==> src/rtl/sipo_framed_pkg.sv <==
// Shared types and elaboration helpers for the framed serial-in/parallel-out register.
package sipo_pkg;

  typedef enum logic {
    SHIFT_LSB_FIRST = 1'b0,
    SHIFT_MSB_FIRST = 1'b1
  } shift_dir_e;

  function automatic int unsigned beats(input int unsigned width, input int unsigned lanes);
    return width / lanes;
  endfunction

  // Counter width, never narrower than one bit even for a single-beat word.
  function automatic int unsigned cnt_bits(input int unsigned n_beats);
    return (n_beats <= 2) ? 1 : $clog2(n_beats);
  endfunction

endpackage

==> src/rtl/sipo_framed_beat_counter.sv <==
// Beat counter that wraps at a terminal count; wrap flags the beat that completes a word.
module sipo_beat_counter
  import sipo_pkg::*;
#(
  parameter int unsigned TERMINAL = 0,
  parameter int unsigned BW       = 1
) (
  input  logic          clk,
  input  logic          rst,
  input  logic          clear,
  input  logic          inc,
  output logic [BW-1:0] cnt,
  output logic          wrap
);

  localparam logic [BW-1:0] TERM = BW'(TERMINAL);

  assign wrap = inc && (cnt == TERM);

  always_ff @(posedge clk or posedge rst) begin
    if (rst) begin
      cnt <= '0;
    end else if (clear) begin
      cnt <= '0;
    end else if (inc) begin
      cnt <= (cnt == TERM) ? '0 : cnt + 1'b1;
    end
  end

endmodule

==> src/rtl/sipo_framed.sv <==
// Multi-lane SIPO with beat counting and a one-cycle word_valid strobe per completed word.
// Define SIPO_FRAMED_HOLD_EN to present completed words from a holding register.
module sipo_framed
  import sipo_pkg::*;
#(
  parameter int unsigned WIDTH     = 42,
  parameter int unsigned LANES     = 1,
  parameter bit          MSB_FIRST = 1'b1
) (
  input  logic                                        clk,
  input  logic                                        rst,
  input  logic                                        load,
  input  logic [LANES-1:0]                            data_in,
  input  logic                                        clear,
  output logic [WIDTH-1:0]                            data_out,
  output logic                                        word_valid,
  output logic [cnt_bits(beats(WIDTH, LANES))-1:0]    beat_count
);

  localparam int unsigned BEATS = beats(WIDTH, LANES);
  localparam int unsigned BW    = cnt_bits(BEATS);
  localparam shift_dir_e  DIR   = shift_dir_e'(MSB_FIRST);

  if ((LANES == 0) || (LANES > WIDTH) || (WIDTH % LANES != 0)) begin : g_bad_cfg
    $fatal(1, "sipo_framed: WIDTH (%0d) must be a non-zero multiple of LANES (%0d)", WIDTH, LANES);
  end

  logic [WIDTH-1:0] sr;
  logic [WIDTH-1:0] sr_shift;
  logic             accept;
  logic             wrap;

  assign accept = load && !clear;

  // Single-beat words replace sr outright; the generic slices would be empty ranges.
  if (LANES == WIDTH) begin : g_full
    always_comb sr_shift = data_in;
  end else if (DIR == SHIFT_MSB_FIRST) begin : g_msb
    always_comb sr_shift = {sr[WIDTH-LANES-1:0], data_in};
  end else begin : g_lsb
    always_comb sr_shift = {data_in, sr[WIDTH-1:LANES]};
  end

  sipo_beat_counter #(
    .TERMINAL (BEATS - 1),
    .BW       (BW)
  ) u_cnt (
    .clk   (clk),
    .rst   (rst),
    .clear (clear),
    .inc   (accept),
    .cnt   (beat_count),
    .wrap  (wrap)
  );

  always_ff @(posedge clk or posedge rst) begin
    if (rst) begin
      sr         <= '0;
      word_valid <= 1'b0;
    end else begin
      word_valid <= wrap;
      if (clear) begin
        sr <= '0;
      end else if (load) begin
        sr <= sr_shift;
      end
    end
  end

`ifdef SIPO_FRAMED_HOLD_EN
  logic [WIDTH-1:0] hold;

  always_ff @(posedge clk or posedge rst) begin
    if (rst) begin
      hold <= '0;
    end else if (clear) begin
      hold <= '0;
    end else if (wrap) begin
      hold <= sr_shift;
    end
  end

  assign data_out = hold;
`else
  assign data_out = sr;
`endif

endmodule

==> config.mk <==
export PLATFORM = sky130hd
export DESIGN_NAME = sipo_framed
export DESIGN_NICKNAME = d
export VERILOG_FILES = /design/src/rtl/sipo_framed_pkg.sv /design/src/rtl/sipo_framed_beat_counter.sv /design/src/rtl/sipo_framed.sv
export SDC_FILE = /design/constraint.sdc
export NUM_CORES = 1
export LEC_CHECK = 0
export BUFFER_PORTS_ARGS = -buffer_cell sky130_fd_sc_hd__buf_4
export CAP_MARGIN = 20
export CELL_PAD_IN_SITES_DETAIL_PLACEMENT = 1
export CELL_PAD_IN_SITES_GLOBAL_PLACEMENT = 1
export CORE_MARGIN = 4
export CORE_UTILIZATION = 43
export DETAILED_ROUTE_END_ITERATION = 8
export PLACE_DENSITY = 0.84
export SLEW_MARGIN = 40
export SYNTH_ARGS = -nofsm -noshare
export SYNTH_HDL_FRONTEND = slang
export SYNTH_SLANG_ARGS = --single-unit
==> constraint.sdc <==
create_clock -name clk -period 4.68 [get_ports clk]
set_input_delay 1.17 -clock clk [delete_from_list [all_inputs] [get_ports clk]]
set_output_delay 1.17 -clock clk [all_outputs]
set_load 0.005 [all_outputs]
# Word level (Yosys, flattened, before mapping)
# Cells that the tools add are included.
dict set report op_classes {
  add_sub_neg 1
  reduce_logical 5
  mux 5
  n_eq_ne 1
}
# cell count
set op_table {}
lappend op_table {{$mux W42} 2}
lappend op_table {{$mux W6} 3}
lappend op_table {{$add A6 B1 Y6 const B} 1}
lappend op_table {{$eq A6 B6 Y1 const B} 1}
lappend op_table {{$reduce_bool A2 Y1} 2}
lappend op_table {{$logic_and A1 B1 Y1} 2}
lappend op_table {{$logic_not A1 Y1} 1}
dict set report totals {
  out_inout_bits 49
  regBits 49
  wordCells 15
  inputBits 5
}

# Longest topological paths before layout
# Gate-level depths: netlist of the first run.
dict set report logic_depth {
  ltp_word 4
  ltp_mapped 6
  ltp_nobuf 5
}

# Hierarchy
# A second synthesis of the first run with hierarchy kept.
dict set report unflattened {
  cells_unflattened 179
  area_unflattened_um2 2179.6
}
# mod cells_each instances area_per_inst_um2 seq_area_each_um2
set by_module_without_submodules {}
lappend by_module_without_submodules {sipo_framed 139 1 1776.7 1076.0}
lappend by_module_without_submodules {sipo_beat_counter 40 1 402.9 150.1}

# Worst setup path after synthesis of the first run
# OpenSTA, ideal clock, no wires.
dict set report synth_path {
  path_type {input to register}
  start {input port load}
  end {register sr[0], in the netlist data_out[0]}
  t_required_ns 4.548
  path_stages 4
  t_arrival_ns 1.760
  path_slack_ns 2.788
  setup_time_ns 0.132
  n_path_buf 2
  path_cell_list {buf_2 -> buf_2 -> mux2i_1 -> nor2_1}
}
dict set report synth_between {
  elab_chain_cells 1
}
# element line_no
set synth_rtl {}
lappend synth_rtl {{start: declaration} sipo_framed.sv:12} ;# input logic load,
lappend synth_rtl {{$reduce_bool A2 Y1 (no source line)} --}
lappend synth_rtl {{end signal: assignment} sipo_framed.sv:65} ;# sr <= sr_shift;
lappend synth_rtl {{end: declaration} sipo_framed.sv:28} ;# logic [WIDTH-1:0] sr;
# No other way between the ends.
# A chain may end at the register's enable or synchronous reset.

# Worst setup path after layout of the first run
dict set report layout_path {
  start {register u_cnt.cnt[0]}
  end {output port beat_count[0]}
}
# element line_no
set layout_rtl {}
lappend layout_rtl {{start: declaration} sipo_framed_beat_counter.sv:12} ;# output logic [BW-1:0] cnt,
lappend layout_rtl {{start signal: assignment} sipo_framed_beat_counter.sv:26} ;# cnt <= (cnt == TERM) ? '0 : cnt + 1'b1;
lappend layout_rtl {{end: declaration} sipo_framed.sv:17} ;# output logic [cnt_bits(beats(WIDTH, LANES))-1:0] beat_count
# No word-level cell between the ends.

==> impl_metrics.env, run 1 <==
export IMPL_synth_seq_area_share_pct=59.9
export IMPL_timing_hold_worst_class="reg2reg"
export IMPL_grt_pass1_vias=1526
export IMPL_drtIter0Drc=113
export IMPL_vdd_drop_max_mv=0.183
export IMPL_die_w_um=77.0
export IMPL_hold_viol=0
export IMPL_combPwrFrac_pct=6.1
export IMPL_criticalPathCategory="reg2out"
export IMPL_layout_drive_gt1_share_pct=27.2
export IMPL_dp_hpwl_mm=2.98
export IMPL_synth_top_cell_area_share_pct=59.9
export IMPL_wirelength_mm=4.63
export IMPL_gr_usage_all_layers_pct=16.5
export IMPL_grt_util_met1_pct=21.9
export IMPL_max_slew_worst_pin_slew_ps=785
export IMPL_slew_headroom_pct=47.7
export IMPL_die_area_um2=5930
export IMPL_viasPerCell=5.29
export IMPL_diodes=0
export IMPL_p_per_area_nw_per_um2=281
export IMPL_cts_resized=0
export IMPL_place_congestion=0.773
export IMPL_critPathSlowestCell="dfrtp_1"
export IMPL_switching_share_pct=23.5
export IMPL_status="finished clean"
export IMPL_yosysWarnings=0
export IMPL_synth_cell_type_count=20
export IMPL_p_seq_share_pct=60.2
export IMPL_syn_nets=181
export IMPL_synthTopCellsByArea="dfrtp_1, mux2i_1, nor2_1"
export IMPL_htree_levels=2
export IMPL_grtUsageMet2_pct=26.4
export IMPL_p_clk_share_pct=33.7
export IMPL_path_cells="buf_4"
export IMPL_overflow=0
export IMPL_clk_pin_slew_worst_paths_ps=90
export IMPL_crit_required_ps=3510
export IMPL_cts_root_buffer="clkbuf_8"
export IMPL_start_util_pct=45.7
export IMPL_ant_nets=0
export IMPL_finalSetupViolCount=0
export IMPL_skew_ps=7.72
export IMPL_cts_sinks=49
export IMPL_post_cts_repair_setup_buffers=0
export IMPL_synth_seq_cells=49
export IMPL_avgRoutedWirePerCell_um=16.8
export IMPL_tns_ps=0
export IMPL_worstSkewPairLatency_ps=300
export IMPL_finalCriticalPeriod_ps=2120
export IMPL_fin_nets=230
export IMPL_cts_tree="built"
export IMPL_rows=24
export IMPL_dr_pass1_iters=4
export IMPL_fmax_mhz=471
export IMPL_postPlaceCellArea_um2=2450
export IMPL_use_met3_pct=4.33
export IMPL_synthCells=174
export IMPL_timing_max_cap_violations=0
export IMPL_core_area_um2=4470
export IMPL_cts_hold_fix_buffers=0
export IMPL_pin_count=54
export IMPL_p_leak_nw=1.39
export IMPL_crit_family="flip-flops"
export IMPL_drv_slew=0
export IMPL_rsz0062_at_grt="no"
export IMPL_grt_busiest_layer="met2"
export IMPL_io_buffers=53
export IMPL_syn2layout_area_growth_pct=23.9
export IMPL_fin_crit_sh_pct=45.3
export IMPL_crit_arrival_ps=950
export IMPL_drc=0
export IMPL_synth_cell_area_um2=2050
export IMPL_cp_end_kind="output port"
export IMPL_die_height_um=77.0
export IMPL_intPower_w=0.000544
export IMPL_holdWs_ps=556
export IMPL_critPathMaxStageDelay_ps=490
export IMPL_p_sw_w=0.000167
export IMPL_vias=1461
export IMPL_grt_max_degree=54
export IMPL_worstPathMaxFanout=7
export IMPL_critical_path_buf_inv_count=1
export IMPL_yosysTopAreaCell="dfrtp_1"
export IMPL_grt_pass1_wl_mm=7.76
export IMPL_max_clock_path_buffers=2
export IMPL_grt_antenna_before_repair=0
export IMPL_cts_made_buffers=5
export IMPL_power_w=0.000712
export IMPL_startpoint_type="register"
export IMPL_avgSynthCellArea_um2=11.8
export IMPL_design_area_um2=2530
through the flow:
step | cells | setup slack, ps | utilization [%]
4_1_cts | 276 | 2560 | 56.6
5_1_grt | 276 | 2490 | 56.6
2_1_floorplan | 174 | 2340 | -
3_5_place_dp | 268 | 2270 | 54.8
3_3_place_gp | 268 | 2330 | 54.7
6_report | 276 | 2560 | 56.6
per-layer routing:
metal	share of wire (%)	routed length (µm)	vias up
met5	0	0	-
met4	1.3	60	0
met3	4.4	205	6
met2	51	2340	31
met1	44	2020	738
li1	-	-	686
sequential cells by signal (all words and copies together) (netlist names):
name        count
word_valid      1
u_cnt.cnt       6
data_out       42
kinds of logic (layout without fill, tap and decap cells):
logic type | count (synthesis) | in the layout | synth area share, %
compound gates | 7 | 7 | 2.26
xor+xnor | 1 | 1 | 0.428
fa+ha+maj | 2 | 2 | 1.22
buf+inv | 13 | 63 | 3.30
flops | 49 | 49 | 59.9
mux | 42 | 42 | 20.6
simple gates | 60 | 60 | 12.3
cell usage in the layout (no fill, tap or decap):
cell type   n
buf_4      53
inv_1       1
mux2i_1    42
nor2_1     45
clkbuf_8    5
xor2_1      1
clkinv_2    2
a41oi_1     1
nand4_1     2
and3_1      1
a21oi_1     4
a311oi_1    2
inv_4       1
ha_1        2
dfrtp_1    49
nand2b_1    2
nand2_1     5
nand3b_1    2
nor3b_1     1
nand3_1     2
clkbuf_1    1
layout make-up:
class | count | area [µm²]
Inverter | 2 | 10.0
Clock inverter | 2 | 10.0
Tap cell | 52 | 65.1
Multi-Input combinational cell | 112 | 752
Timing Repair Buffer | 53 | 398
Sequential cell | 49 | 1230
Clock buffer | 6 | 72.6
Fill cell | 486 | 1940
Yosys cell counts:
cell	number
dfrtp_1	49
nor2_1	45
mux2i_1	42
nand2_1	5
a21oi_1	4
buf_4	4
buf_2	3
clkbuf_1	3
a311oi_1	2
ha_1	2
inv_1	2
nand2b_1	2
nand3_1	2
nand3b_1	2
nand4_1	2
a41oi_1	1
and3_1	1
buf_1	1
nor3b_1	1
xor2_1	1
power by group through the flow:
stage          Combinational (W)  Sequential, W  Clock, W
6_report               0.0000434       0.000429  0.000240
5_1_grt                0.0000486       0.000429  0.000270
4_1_cts                0.0000446       0.000428  0.000249
3_5_place_dp           0.0000444       0.000437         0
3_3_place_gp           0.0000438       0.000437         0
2_1_floorplan          0.0000337       0.000436         0
worst paths after layout:
| path | start | end | slack [ps] | cells after the start |
|---|---|---|---|---|
| worst max-delay path | u_cnt.cnt[0]$_DFFE_PP0P_ | beat_count[0] | 2560 | 1 |
| worst min-delay path | u_cnt.cnt[5]$_DFFE_PP0P_ | u_cnt.cnt[5]$_DFFE_PP0P_ | 560 | 1 |
| worst max register to register | u_cnt.cnt[0]$_DFFE_PP0P_ | u_cnt.cnt[5]$_DFFE_PP0P_ | 3250 | 4 |
| worst min register to register | u_cnt.cnt[5]$_DFFE_PP0P_ | u_cnt.cnt[5]$_DFFE_PP0P_ | 560 | 1 |
| max in group asynchronous | rst | data_out[31]$_DFFE_PP0P_ | 3330 | 2 |
| min in group asynchronous | rst | data_out[2]$_DFFE_PP0P_ | 930 | 2 |
(Power assumes the default switching activity.)
==> run 2, diff against run 1 <==
Settings changed: CORE_UTILIZATION 43 to 40, PLACE_DENSITY 0.84 to 0.79.
Clock period 4.68 ns to 2 ns, I/O delays scaled along.
==> impl_metrics.env, run 2 (synthesis results as in run 1) <==
export IMPL_die_area_um2=6320
export IMPL_pin_count=54
export IMPL_final_common_cell="buf_4"
export IMPL_layout_common_cells="buf_4, dfrtp_1, nor2_1, mux2i_1, clkbuf_8"
export IMPL_max_slew_worst_pin_slew_ps=496
export IMPL_startpoint_type="register"
export IMPL_status="finished clean"
export IMPL_fin_crit_sh_pct=72.8
export IMPL_hold_viol=0
export IMPL_rows=25
export IMPL_avgRoutedWirePerCell_um=16.1
export IMPL_largest_reg_flops=42
export IMPL_finalSetupViolCount=0
export IMPL_diodes=0
export IMPL_max_clock_path_buffers=2
export IMPL_ant_nets=0
export IMPL_timing_max_cap_violations=0
export IMPL_grt_antenna_before_repair=0
export IMPL_cts_made_buffers=5
export IMPL_drv_slew=0
export IMPL_fin_nets=234
export IMPL_cts_sinks=49
export IMPL_syn2layout_area_growth_pct=27.5
export IMPL_slew_headroom_pct=66.9
export IMPL_reg2reg_depth=4
export IMPL_htree_levels=2
export IMPL_fill_cells=533
export IMPL_power_w=0.00170
export IMPL_reg2reg_slack_ps=590
export IMPL_worstSkewPairLatency_ps=300
export IMPL_vdd_drop_max_mv=0.471
export IMPL_die_w_um=79.5
export IMPL_p_leak_nw=1.42
export IMPL_die_height_um=79.5
export IMPL_p_per_area_nw_per_um2=653
export IMPL_cts_resized=0
export IMPL_place_congestion=0.782
export IMPL_viasPerCell=4.96
export IMPL_core_area_um2=4850
export IMPL_cp_num_cells=1
export IMPL_timing_rr_start="u_cnt.cnt[0]$_DFFE_PP0P_"
export IMPL_dp_hpwl_mm=3.16
export IMPL_drtIter0Drc=82
export IMPL_grt_pass1_vias=1557
export IMPL_dr_pass1_iters=4
export IMPL_cts_root_buffer="clkbuf_8"
export IMPL_timing_hold_worst_class="in2async"
export IMPL_cp_end_kind="output port"
export IMPL_critPathLaunch="u_cnt.cnt[3]$_DFFE_PP0P_"
export IMPL_path_cells="buf_4"
export IMPL_finalCriticalPeriod_ps=1460
export IMPL_clk_pin_slew_worst_paths_ps=90
export IMPL_cts_hold_fix_buffers=0
export IMPL_tns_ps=0
export IMPL_critical_path_buf_inv_count=1
export IMPL_fmax_mhz=687
export IMPL_gr_usage_all_layers_pct=16.2
export IMPL_holdWs_ps=251
export IMPL_layout_drive_gt1_share_pct=28.2
export IMPL_criticalPathCategory="reg2out"
export IMPL_wirelength_mm=4.73
export IMPL_post_cts_repair_setup_buffers=0
export IMPL_io_buffers=53
export IMPL_drc=0
export IMPL_worstPathMaxFanout=7
export IMPL_timing_rr_end="u_cnt.cnt[3]$_DFFE_PP0P_"
export IMPL_start_util_pct=42.2
export IMPL_critPathSlowestCell="dfrtp_1"
export IMPL_cts_tree="built"
export IMPL_endpoint="beat_count[3]"
export IMPL_vias=1459
export IMPL_grt_max_degree=50
export IMPL_critPathMaxStageDelay_ps=490
export IMPL_crit_family="flip-flops"
export IMPL_rsz0062_at_grt="no"
export IMPL_crit_required_ps=1500
export IMPL_skew_ps=2.53
export IMPL_grt_pass1_wl_mm=8.05
export IMPL_overflow=0
export IMPL_crit_arrival_ps=960
run 2: changes by cell type in the layout (fill, tap and decap cells not counted), sizes merged:
cell    before  now
buf         53   57
clkbuf       6    7
clkinv       2    0
run 2: metal layers:
layer  global-route usage, %  vias up  part of all wire, %
met4                    3.61        0                 0.49
li1                        -      687                    -
met1                    23.1      741                   47
met2                    25.0       29                   48
met5                       0        -                    0
met3                    3.95        2                  4.3
run 2: worst min path at each step:
stage                               endpoint                startpoint  cells past startpoint  slack (ps)
detailed placement  data_out[41]$_DFFE_PP0P_  data_out[41]$_DFFE_PP0P_                      2         530
floorplan           u_cnt.cnt[5]$_DFFE_PP0P_  u_cnt.cnt[5]$_DFFE_PP0P_                      1         510
global route        data_out[35]$_DFFE_PP0P_                       rst                      3         270
global placement    data_out[41]$_DFFE_PP0P_  data_out[41]$_DFFE_PP0P_                      2         510
CTS                 u_cnt.cnt[5]$_DFFE_PP0P_                       rst                      3         250
finish              data_out[32]$_DFFE_PP0P_                       rst                      3         250
run 2: final cells by class:
type,count,area (µm²),share of cell area (%)
sequential,49,1230,47.0
multi-input combinational,112,752,28.8
timing repair buffer,57,453,17.4
clock buffer,7,86.3,3.31
tap,67,83.8,3.21
inverter,2,7.51,0.288
run 2: worst reg2reg max path, delay by kind of cell (launching register included):
family | cells | cell delay, ps
adders and majority gates | 1 | 250
and+or+nand+nor | 2 | 330
DFF | 1 | 460
AOI/OAI and AO/OA | 1 | 290
run 2: stage by stage:
| step | utilization, % | area [µm²] | cells | setup slack, ps |
|---|---|---|---|---|
| after floorplan | - | 2050 | 174 | 327 |
| after global placement | 52.0 | 2520 | 287 | 525 |
| after detailed placement | 52.0 | 2520 | 287 | 477 |
| after CTS | 53.8 | 2610 | 294 | 550 |
| after global routing | 53.8 | 2610 | 294 | 497 |
| final | 53.8 | 2610 | 294 | 544 |
run 2: power by group:
| group | internal, W | total, W | switching [W] |
|---|---|---|---|
| clock | 0.000275 | 0.000586 | 0.000311 |
| sequential | 0.000995 | 0.00100 | 0.00000703 |
| combinational | 0.0000450 | 0.000115 | 0.0000700 |
==> run 3, diff against run 2 <==
Clock period 2 ns to 1.53 ns, I/O delays scaled along.
==> impl_metrics.env, run 3 (synthesis results as in run 1) <==
export IMPL_criticalPathCategory="reg2reg"
export IMPL_cts_made_buffers=5
export IMPL_path_cells="inv_1, ha_1, nand4_1, nand2_1, a311oi_1"
export IMPL_cp_end_kind="register"
export IMPL_clk_pin_slew_worst_paths_ps=90
export IMPL_layout_common_cells="buf_4, dfrtp_1, nor2_1, mux2i_1, clkbuf_8"
export IMPL_startpoint_type="register"
export IMPL_grt_pass1_wl_mm=7.73
export IMPL_crit_required_ps=1730
export IMPL_reg2reg_slack_ps=210
export IMPL_holdWs_ps=137
export IMPL_rsz0062_at_grt="no"
export IMPL_skew_ps=4.38
export IMPL_critPathLaunch="u_cnt.cnt[1]$_DFFE_PP0P_"
export IMPL_timing_rr_start="u_cnt.cnt[1]$_DFFE_PP0P_"
export IMPL_viasPerCell=4.92
export IMPL_fin_crit_sh_pct=86.1
export IMPL_diodes=0
export IMPL_cts_sinks=49
export IMPL_p_leak_nw=1.42
export IMPL_cts_root_buffer="clkbuf_8"
export IMPL_timing_rr_end="u_cnt.cnt[5]$_DFFE_PP0P_"
export IMPL_htree_levels=2
export IMPL_dp_hpwl_mm=2.95
export IMPL_critPathMaxStageDelay_ps=440
export IMPL_tns_ps=0
export IMPL_ant_nets=0
export IMPL_syn2layout_area_growth_pct=29.4
export IMPL_drtIter0Drc=68
export IMPL_die_height_um=79.5
export IMPL_overflow=0
export IMPL_max_clock_path_buffers=2
export IMPL_die_area_um2=6320
export IMPL_cts_resized=0
export IMPL_worstPathMaxFanout=6
export IMPL_timing_hold_worst_class="in2async"
export IMPL_place_congestion=0.794
export IMPL_endpoint="u_cnt.cnt[5]$_DFFE_PP0P_"
export IMPL_wirelength_mm=4.49
export IMPL_timing_max_cap_violations=0
export IMPL_fmax_mhz=759
export IMPL_fin_nets=233
export IMPL_rows=25
export IMPL_post_cts_repair_setup_buffers=0
export IMPL_crit_arrival_ps=1520
export IMPL_grt_antenna_before_repair=0
export IMPL_max_slew_worst_pin_slew_ps=514
export IMPL_die_w_um=79.5
export IMPL_fill_cells=532
export IMPL_finalSetupViolCount=0
export IMPL_core_area_um2=4850
export IMPL_finalCriticalPeriod_ps=1320
export IMPL_drc=0
export IMPL_p_per_area_nw_per_um2=909
export IMPL_final_common_cell="buf_4"
export IMPL_slew_headroom_pct=65.7
export IMPL_hold_viol=0
export IMPL_start_util_pct=42.2
export IMPL_largest_reg_flops=42
export IMPL_grt_pass1_vias=1532
export IMPL_vias=1447
export IMPL_status="finished clean"
export IMPL_drv_slew=0
export IMPL_gr_usage_all_layers_pct=15.5
export IMPL_area_sequential_um2=1230
export IMPL_grt_max_degree=50
export IMPL_vdd_drop_max_mv=0.446
export IMPL_cts_tree="built"
export IMPL_pin_count=54
export IMPL_cts_hold_fix_buffers=0
export IMPL_avgRoutedWirePerCell_um=15.3
export IMPL_worstSkewPairLatency_ps=290
export IMPL_dr_pass1_iters=4
export IMPL_multi_input_area_um2=752
export IMPL_io_buffers=53
export IMPL_reg2reg_depth=5
export IMPL_layout_drive_gt1_share_pct=28.2
export IMPL_critPathSlowestCell="dfrtp_1"
run 3: per-stage QoR:
step / std cells / setup WS (ps) / utilization, % / power (W) / cell area (µm²)
final: 294 / 212 / 54.6 / 0.00241 / 2650
after CTS: 294 / 199 / 54.6 / 0.00244 / 2650
after floorplan: 174 / 341 / - / 0.00144 / 2050
after global placement: 286 / 289 / 52.2 / 0.00149 / 2530
after detailed placement: 286 / 220 / 52.2 / 0.00149 / 2530
after global routing: 294 / 63.8 / 54.6 / 0.00250 / 2650
run 3: per-layer routing:
layer | wire (µm) | vias to the layer above | track usage, %
li1 | - | 684 | -
met4 | 57 | 0 | 5.33
met1 | 2150 | 725 | 21.5
met2 | 2060 | 33 | 23.5
met3 | 217 | 5 | 4.06
met5 | 0 | - | 0
run 3: cell type report:
class,instances,share of cell area [%]
flip-flops and latches,49,46.3
multi-input cells,112,28.4
clock buffers,7,3.26
inverters,2,0.425
clock inverters,1,1.13
well taps,67,3.17
repair buffers,56,17.3
run 3: worst max-delay path: cells and delay by family, from the launching register on:
family / cells / cell delay [ps]
buffers and inverters: 1 / 70
AOI/OAI and AO/OA: 1 / 250
and+or+nand+nor: 2 / 290
adders and majority gates: 1 / 180
DFF: 1 / 440
run 3: how the worst min path moves through the flow:
| stage | slack (ps) | end | start |
|---|---|---|---|
| after global placement | 470 | data_out[23]$_DFFE_PP0P_ | rst |
| after CTS | 150 | data_out[17]$_DFFE_PP0P_ | rst |
| after global routing | 160 | data_out[17]$_DFFE_PP0P_ | rst |
| after detailed placement | 470 | data_out[22]$_DFFE_PP0P_ | rst |
| after floorplan | 420 | data_out[0]$_DFFE_PP0P_ | rst |
| final | 140 | data_out[17]$_DFFE_PP0P_ | rst |
run 3: report_power, final:
group | switching, W | internal, W
Sequential | 0.00000917 | 0.00130
Combinational | 0.0000916 | 0.0000602
Clock | 0.000411 | 0.000533
